**config.mk**
```make
export PLATFORM = sky130hd
export DESIGN_NAME = round_key_store_flat
export DESIGN_NICKNAME = d
export VERILOG_FILES = /design/src/rtl/round_key_store_if.sv /design/src/rtl/round_key_store.sv /design/src/flat_wrapper.sv
export SDC_FILE = /design/constraint.sdc
export NUM_CORES = 2
export LEC_CHECK = 0
export BUFFER_PORTS_ARGS = -buffer_cell sky130_fd_sc_hd__clkbuf_2
export CAP_MARGIN = 20
export CORE_MARGIN = 2
export CORE_UTILIZATION = 50
export CTS_BUF_LIST = sky130_fd_sc_hd__clkbuf_8
export CTS_CLUSTER_SIZE = 8
export DETAILED_ROUTE_END_ITERATION = 10
export PLACE_DENSITY = 0.66
export SYNTH_ARGS = -nofsm -noshare
export SYNTH_HDL_FRONTEND = slang
export SYNTH_SLANG_ARGS = --single-unit
```
**constraint.sdc**
```tcl
create_clock -name clk -period 13.95 [get_ports clk]
set_input_delay 1.395 -clock clk [delete_from_list [all_inputs] [get_ports clk]]
set_output_delay 1.395 -clock clk [all_outputs]
set_load 0.02 [all_outputs]
```
**src/rtl/round_key_store_if.sv**
```systemverilog
// Bus bundle between the AES key-expansion front end / round engine and the
// round-key store.
//   master : drives key_len, clr_valid, the write port and read requests
//   slave  : the store; returns rd_ready, the read response, key_ready and
//            last_idx
interface round_key_store_if #(
  parameter int AW = 4,
  parameter int DW = 128
);
  logic [1:0]    key_len;
  logic          clr_valid;
  logic          wr_valid;
  logic [AW-1:0] wr_addr;
  logic [DW-1:0] wr_data;
  logic          rd_req;
  logic [AW-1:0] rd_addr;
  logic          rd_ready;
  logic          rd_valid;
  logic [DW-1:0] rd_data;
  logic          rd_err;
  logic          key_ready;
  logic [AW-1:0] last_idx;

  modport master (
    output key_len, clr_valid, wr_valid, wr_addr, wr_data, rd_req, rd_addr,
    input  rd_ready, rd_valid, rd_data, rd_err, key_ready, last_idx
  );

  modport slave (
    input  key_len, clr_valid, wr_valid, wr_addr, wr_data, rd_req, rd_addr,
    output rd_ready, rd_valid, rd_data, rd_err, key_ready, last_idx
  );
endinterface

```
**src/rtl/round_key_store.sv**
```systemverilog
// Round-key store for the AES datapath.
// Captures subkeys from the key-expansion front end into a DEPTH-entry array
// with per-entry valid bits, serves single-entry reads to the round engine
// (stalling until the requested entry is written) and flags when the whole
// schedule for the active key length is present.
// Ports:
//   clk    : clock, rising edge
//   reset  : synchronous, active-high
//   bus    : round_key_store_if.slave (write port, clear, read request/response,
//            key_ready, last_idx)
module round_key_store #(
  parameter int DEPTH = 15,
  parameter int AW    = 4,
  parameter int DW    = 128
) (
  input  logic               clk,
  input  logic               reset,
  round_key_store_if.slave   bus
);

  typedef enum logic [1:0] {
    IDLE = 2'd0,
    WAIT = 2'd1,
    RESP = 2'd2
  } state_t;

  localparam int VW = 1 << AW;

  // Index of the final round key for a given key length code.
  function automatic logic [AW-1:0] last_of(input logic [1:0] kl);
    case (kl)
      2'b01:   last_of = AW'(10);
      2'b10:   last_of = AW'(12);
      2'b11:   last_of = AW'(14);
      default: last_of = '0;
    endcase
  endfunction

  logic [DW-1:0]    mem [DEPTH];

  state_t           state_q, state_d;
  logic [AW-1:0]    pend_q, pend_d;
  logic [1:0]       klen_q, klen_d;
  logic [DEPTH-1:0] vbit_q, vbit_d;
  logic             key_ready_q, key_ready_d;
  logic             rd_valid_q, rd_valid_d;
  logic             rd_err_q, rd_err_d;
  logic [DW-1:0]    rd_data_q;

  logic             wr_ok;
  logic [AW-1:0]    last_q_idx, last_d_idx;
  logic [DEPTH-1:0] covered;
  logic [VW-1:0]    vbit_pad;
  logic [AW-1:0]    sel_addr;
  logic             sel_active, sel_err, sel_hit, sel_fwd;
  logic             go_resp, load_mem, use_fwd;

  // Index DEPTH and above is not backed by storage; such writes are dropped.
  assign wr_ok      = bus.wr_valid && (bus.wr_addr < AW'(DEPTH));
  assign klen_d     = bus.clr_valid ? bus.key_len : klen_q;
  assign last_q_idx = last_of(klen_q);
  assign last_d_idx = last_of(klen_d);

  // Clear applies before a same-cycle write, so the write's bit survives.
  // key_ready looks at the post-update bits and key length.
  genvar gi;
  generate
    for (gi = 0; gi < DEPTH; gi++) begin : g_entry
      assign vbit_d[gi]  = (vbit_q[gi] && !bus.clr_valid) ||
                           (wr_ok && (bus.wr_addr == AW'(gi)));
      assign covered[gi] = vbit_d[gi] || (AW'(gi) > last_d_idx);
    end
  endgenerate

  assign key_ready_d = (&covered) && (klen_d != 2'b00);

  // Zero-extended so an out-of-range index reads as "not valid".
  assign vbit_pad = VW'(vbit_q);

  // In IDLE the incoming address is evaluated directly; in WAIT the latched
  // one. Error is checked against the current key length every cycle, so a
  // key-length change while waiting can turn the request into an error.
  assign sel_addr   = (state_q == IDLE) ? bus.rd_addr : pend_q;
  assign sel_active = ((state_q == IDLE) && bus.rd_req) || (state_q == WAIT);
  assign sel_err    = (sel_addr > last_q_idx) || (klen_q == 2'b00);
  assign sel_hit    = vbit_pad[sel_addr];
  assign sel_fwd    = wr_ok && (bus.wr_addr == sel_addr);
  assign go_resp    = sel_active && (sel_err || sel_hit || sel_fwd);
  assign load_mem   = go_resp && !sel_err && sel_hit;
  assign use_fwd    = go_resp && !sel_err && !sel_hit && sel_fwd;

  always_comb begin
    state_d    = state_q;
    pend_d     = pend_q;
    rd_valid_d = go_resp;
    rd_err_d   = go_resp && sel_err;
    case (state_q)
      IDLE: begin
        if (bus.rd_req) begin
          pend_d  = bus.rd_addr;
          state_d = go_resp ? RESP : WAIT;
        end
      end
      WAIT: begin
        if (go_resp) begin
          state_d = RESP;
        end
      end
      RESP:    state_d = IDLE;
      default: state_d = IDLE;
    endcase
  end

  // Storage array kept free of reset so it maps onto block RAM.
  always_ff @(posedge clk) begin
    if (!reset && wr_ok) begin
      mem[bus.wr_addr] <= bus.wr_data;
    end
  end

  always_ff @(posedge clk) begin
    if (reset) begin
      state_q     <= IDLE;
      pend_q      <= '0;
      klen_q      <= 2'b00;
      vbit_q      <= '0;
      key_ready_q <= 1'b0;
      rd_valid_q  <= 1'b0;
      rd_err_q    <= 1'b0;
      rd_data_q   <= '0;
    end else begin
      state_q     <= state_d;
      pend_q      <= pend_d;
      klen_q      <= klen_d;
      vbit_q      <= vbit_d;
      key_ready_q <= key_ready_d;
      rd_valid_q  <= rd_valid_d;
      rd_err_q    <= rd_err_d;
      // Registered read; data is zero in every cycle without a response.
      if (use_fwd) begin
        rd_data_q <= bus.wr_data;
      end else if (load_mem) begin
        rd_data_q <= mem[sel_addr];
      end else begin
        rd_data_q <= '0;
      end
    end
  end

  assign bus.rd_ready  = (state_q == IDLE);
  assign bus.rd_valid  = rd_valid_q;
  assign bus.rd_data   = rd_data_q;
  assign bus.rd_err    = rd_err_q;
  assign bus.key_ready = key_ready_q;
  assign bus.last_idx  = last_q_idx;

endmodule

```
**src/flat_wrapper.sv**
```systemverilog
// flat-port wrapper written by rule: the top's interface ports become plain ports
module round_key_store_flat 
#(
  parameter int DEPTH = 15,
  parameter int AW    = 4,
  parameter int DW    = 128
)
  (clk, reset, bus_key_len, bus_clr_valid, bus_wr_valid, bus_wr_addr, bus_wr_data, bus_rd_req, bus_rd_addr, bus_rd_ready, bus_rd_valid, bus_rd_data, bus_rd_err, bus_key_ready, bus_last_idx);
  round_key_store_if #(.AW(AW), .DW(DW)) bus_i ();
  input  logic clk;
  input  logic reset;
  input wire logic [$bits(bus_i.key_len)-1:0] bus_key_len;
  input wire logic [$bits(bus_i.clr_valid)-1:0] bus_clr_valid;
  input wire logic [$bits(bus_i.wr_valid)-1:0] bus_wr_valid;
  input wire logic [$bits(bus_i.wr_addr)-1:0] bus_wr_addr;
  input wire logic [$bits(bus_i.wr_data)-1:0] bus_wr_data;
  input wire logic [$bits(bus_i.rd_req)-1:0] bus_rd_req;
  input wire logic [$bits(bus_i.rd_addr)-1:0] bus_rd_addr;
  output wire logic [$bits(bus_i.rd_ready)-1:0] bus_rd_ready;
  output wire logic [$bits(bus_i.rd_valid)-1:0] bus_rd_valid;
  output wire logic [$bits(bus_i.rd_data)-1:0] bus_rd_data;
  output wire logic [$bits(bus_i.rd_err)-1:0] bus_rd_err;
  output wire logic [$bits(bus_i.key_ready)-1:0] bus_key_ready;
  output wire logic [$bits(bus_i.last_idx)-1:0] bus_last_idx;
  assign bus_i.key_len = bus_key_len;
  assign bus_i.clr_valid = bus_clr_valid;
  assign bus_i.wr_valid = bus_wr_valid;
  assign bus_i.wr_addr = bus_wr_addr;
  assign bus_i.wr_data = bus_wr_data;
  assign bus_i.rd_req = bus_rd_req;
  assign bus_i.rd_addr = bus_rd_addr;
  assign bus_rd_ready = bus_i.rd_ready;
  assign bus_rd_valid = bus_i.rd_valid;
  assign bus_rd_data = bus_i.rd_data;
  assign bus_rd_err = bus_i.rd_err;
  assign bus_key_ready = bus_i.key_ready;
  assign bus_last_idx = bus_i.last_idx;
  round_key_store #(.DEPTH(DEPTH), .AW(AW), .DW(DW)) u_core (.clk(clk), .reset(reset), .bus(bus_i));
endmodule
```
==> impl_results.md <==
* Synthesized instance count at just over 5000
* Mean post-synth cell area at 15.9 sq um
* Starting Density at 0.503
* Die area at ~160000 sq um
* Capture endpoint of the worst hold path: u_core.vbit_q[12]
* Vias at 49200
* Most frequent cells in the layout: 1920 x edfxtp_1, 518 x mux2i_1, 439 x and3_1, 412 x a211oi_1, 383 x clkbuf_8
* Critical path arrival at 6.80 ns
* Clock Skew at 0.0791 ns
* Post-DR vias/cell at 6.30
* Crit Path Class: flop to flop
* Crit start category: flop
* Netlist cell types at 59
* Die Y at just over 400 um
* Hold Crit Class: flop to flop
* First-pass GRT wire length at 319000 um
* IO Pins at 279
* Core ar. at about 160000 sq um
* Port Buffers at 277
* Routed WL at 220000 um
* Net Count, Synth at between 5000 and 6000
* Commonest non-fill, non-tap cell in the layout: edfxtp_1
* WL per Instance at 28.3 um
* CTS resizes at 0
* Post-route minimum period at 5.89 ns
* CP Max Fanout at ~200
* Global route overflow at 0
* R2R depth at 12
* Setup bufs post-CTS at 0
* Largest net degree at the start of global routing at just under 200
* LEAKAGE at 31.1 nW
* Hold Slack at 0.489 ns
* Hold depth at 2
* Clock-pin slew on the worst setup and hold paths at approximately 0.060 ns
* Antenna violations before repair at 41
* R2R Setup Slk at ~8 ns
* Die width at 406 um
* Share of cells above drive strength 1 at 0.144
* Fillers at 12600
* TritonCTS clock tree: built
* Area growth from synthesis to layout at 11.9%
* Max-cap violations at 0
* Synth Register Bits at 2074
* FMAX at between 0.15 and 0.2 GHz
* CTS buffer count at between 300 and 400
* RSZ-0062 raised after global routing: false
* Final antenna-violating net count at 0
* NumNets Final at 5509
* Design Power at 0.0128 W
* Final TNS setup at 0 ns
* Rel. slew slack at 0.195
* DR DRC count at 0
* H-tree levels at 5
* Ys Warns at 0
* Worst skew pair latency at 1.04 ns
* Final GP Congestion at 0.786
* FP Rows at 147
* Power per Cell Area at 142 nW/um^2
* Hold_sp: u_core.vbit_q[12]
* Final setup vio count at 0
* DR iter-0 viols at 5781
* Vias in the first global route at 47400
* Clk root buf: clkbuf_8
* Drt first pass iters at 6
* Hold Buf Count CTS at 0
* DP Wirelength at 99600 um
* Worst R2R Start: u_core.state_q[1]
* Hold Vio Cnt, Final at 0
* Clock sink count at between 2000 and 2500
* Critical Path End Type: flop
* Worst Tran Pin Value at 1.21 ns
* Final worst path period share at 0.422
* Main synth FF type: edfxtp_1
* Post-synth EDFFs at 1920
* Clock buffer depth at 4
* RR Endpoint: u_core.bus.rd_data[22]
* Total GRT Usage at 0.262
* Status: finished, final reports clean
* WP data required at 14.87 ns
* Max VDD drop at 0.101 mV
* Register area share after synthesis at 0.752
* Asr flop ratio synth at 0
* Synth Cell Area at between 80000 and 90000 sq um
* Fin. max-slew vios at 0
critical path: stages, from the launching register on:
cell and delay [ns]:
dfxtp_1 0.70, or2_1 0.62, inv_2 0.34, mux2i_4 0.33, inv_6 0.54, ha_1 0.38, o21a_1 0.12, o22a_1 0.24
nor3_4 0.18, buf_12 0.86, buf_4 0.84, o221ai_1 0.27, mux2i_1 0.22
kinds of logic after synthesis:
logic type,share of synthesized area
DFF,0.752
AOI/OAI and AO/OA,0.0962
and+or+nand+nor,0.0625
muxes,0.0646
buffers and inverters,0.0240
adders and majority gates,0.000465
xor gates and xnor gates,0.000325
other,0.0000464
state kept, by name, indices dropped and copies added, names as in the netlist:
register              count
u_core.mem             1920
u_core.bus.rd_data      128
u_core.vbit_q            15
u_core.pend_q             4
u_core.klen_q             2
u_core.state_q            2
u_core.bus.key_ready      1
u_core.bus.rd_err         1
u_core.bus.rd_valid       1
worst max-delay path by stage:
stage / startpoint / to / slack, ns / depth (start not counted)
2_1_floorplan: bus_wr_addr[1] / u_core.mem[10][0] / 2.47 / 4
3_3_place_gp: bus_rd_addr[0] / u_core.bus.rd_data[26] / 7.35 / 10
3_5_place_dp: bus_rd_addr[0] / u_core.bus.rd_data[26] / 7.35 / 10
4_1_cts: u_core.state_q[1] / u_core.bus.rd_data[22] / 8.19 / 12
5_1_grt: u_core.state_q[1] / u_core.bus.rd_data[98] / 7.84 / 12
6_report: u_core.state_q[1] / u_core.bus.rd_data[22] / 8.06 / 12
report_power, final:
group | leakage (nW) | total (W) | internal (W) | switching [W]
Sequential | 18.5 | 0.00689 | 0.00687 | 0.0000230
Combinational | 8.75 | 0.00105 | 0.000318 | 0.000727
Clock | 3.86 | 0.00487 | 0.00254 | 0.00234
cell usage after synthesis, types with 104 or more instances:
cell type  instances  area, sq um
edfxtp_1        1920        57700
mux2i_1          520         5200
and3_1           439         2750
a211oi_1         412         3090
clkbuf_1         297         1110
o21ai_0          210         1050
a21oi_1          197          986
nand3_1          189          946
dfxtp_1          154         3080
o22ai_1          128          801
nor4_1           106          663
o221ai_1         104          911
layer usage:
layer | wire length (um) | part of all wire | track usage
met1 | 94200 | 0.43 | 0.385
met2 | 101000 | 0.46 | 0.397
met3 | 19800 | 0.090 | 0.0504
met4 | 5360 | 0.024 | 0.0850
met5 | 198 | 0.00090 | 0
metrics by stage:
stage | instances | area (sq um) | worst slack, ns | util
global route | 7795 | 90400 | 7.84 | 0.563
finish | 7799 | 90400 | 8.06 | 0.563
global placement | 7171 | 84100 | 7.35 | 0.524
floorplan | 5074 | 80800 | 2.47 | -
detailed placement | 7171 | 84100 | 7.35 | 0.524
CTS | 7786 | 90400 | 8.19 | 0.563
cell type report:
class                      count  area, sq um  area share
clock buffer                 383         5270      0.0583
multi-input combinational   2558        18400       0.203
clock inverter               232          952      0.0105
timing repair buffer         370         2300      0.0255
inverter                      10         42.5    0.000471
tap                         2160         2700      0.0299
sequential                  2074        60700       0.672
antenna                       12         30.0    0.000332
Note: power is estimated with default switching activity, not from simulation.
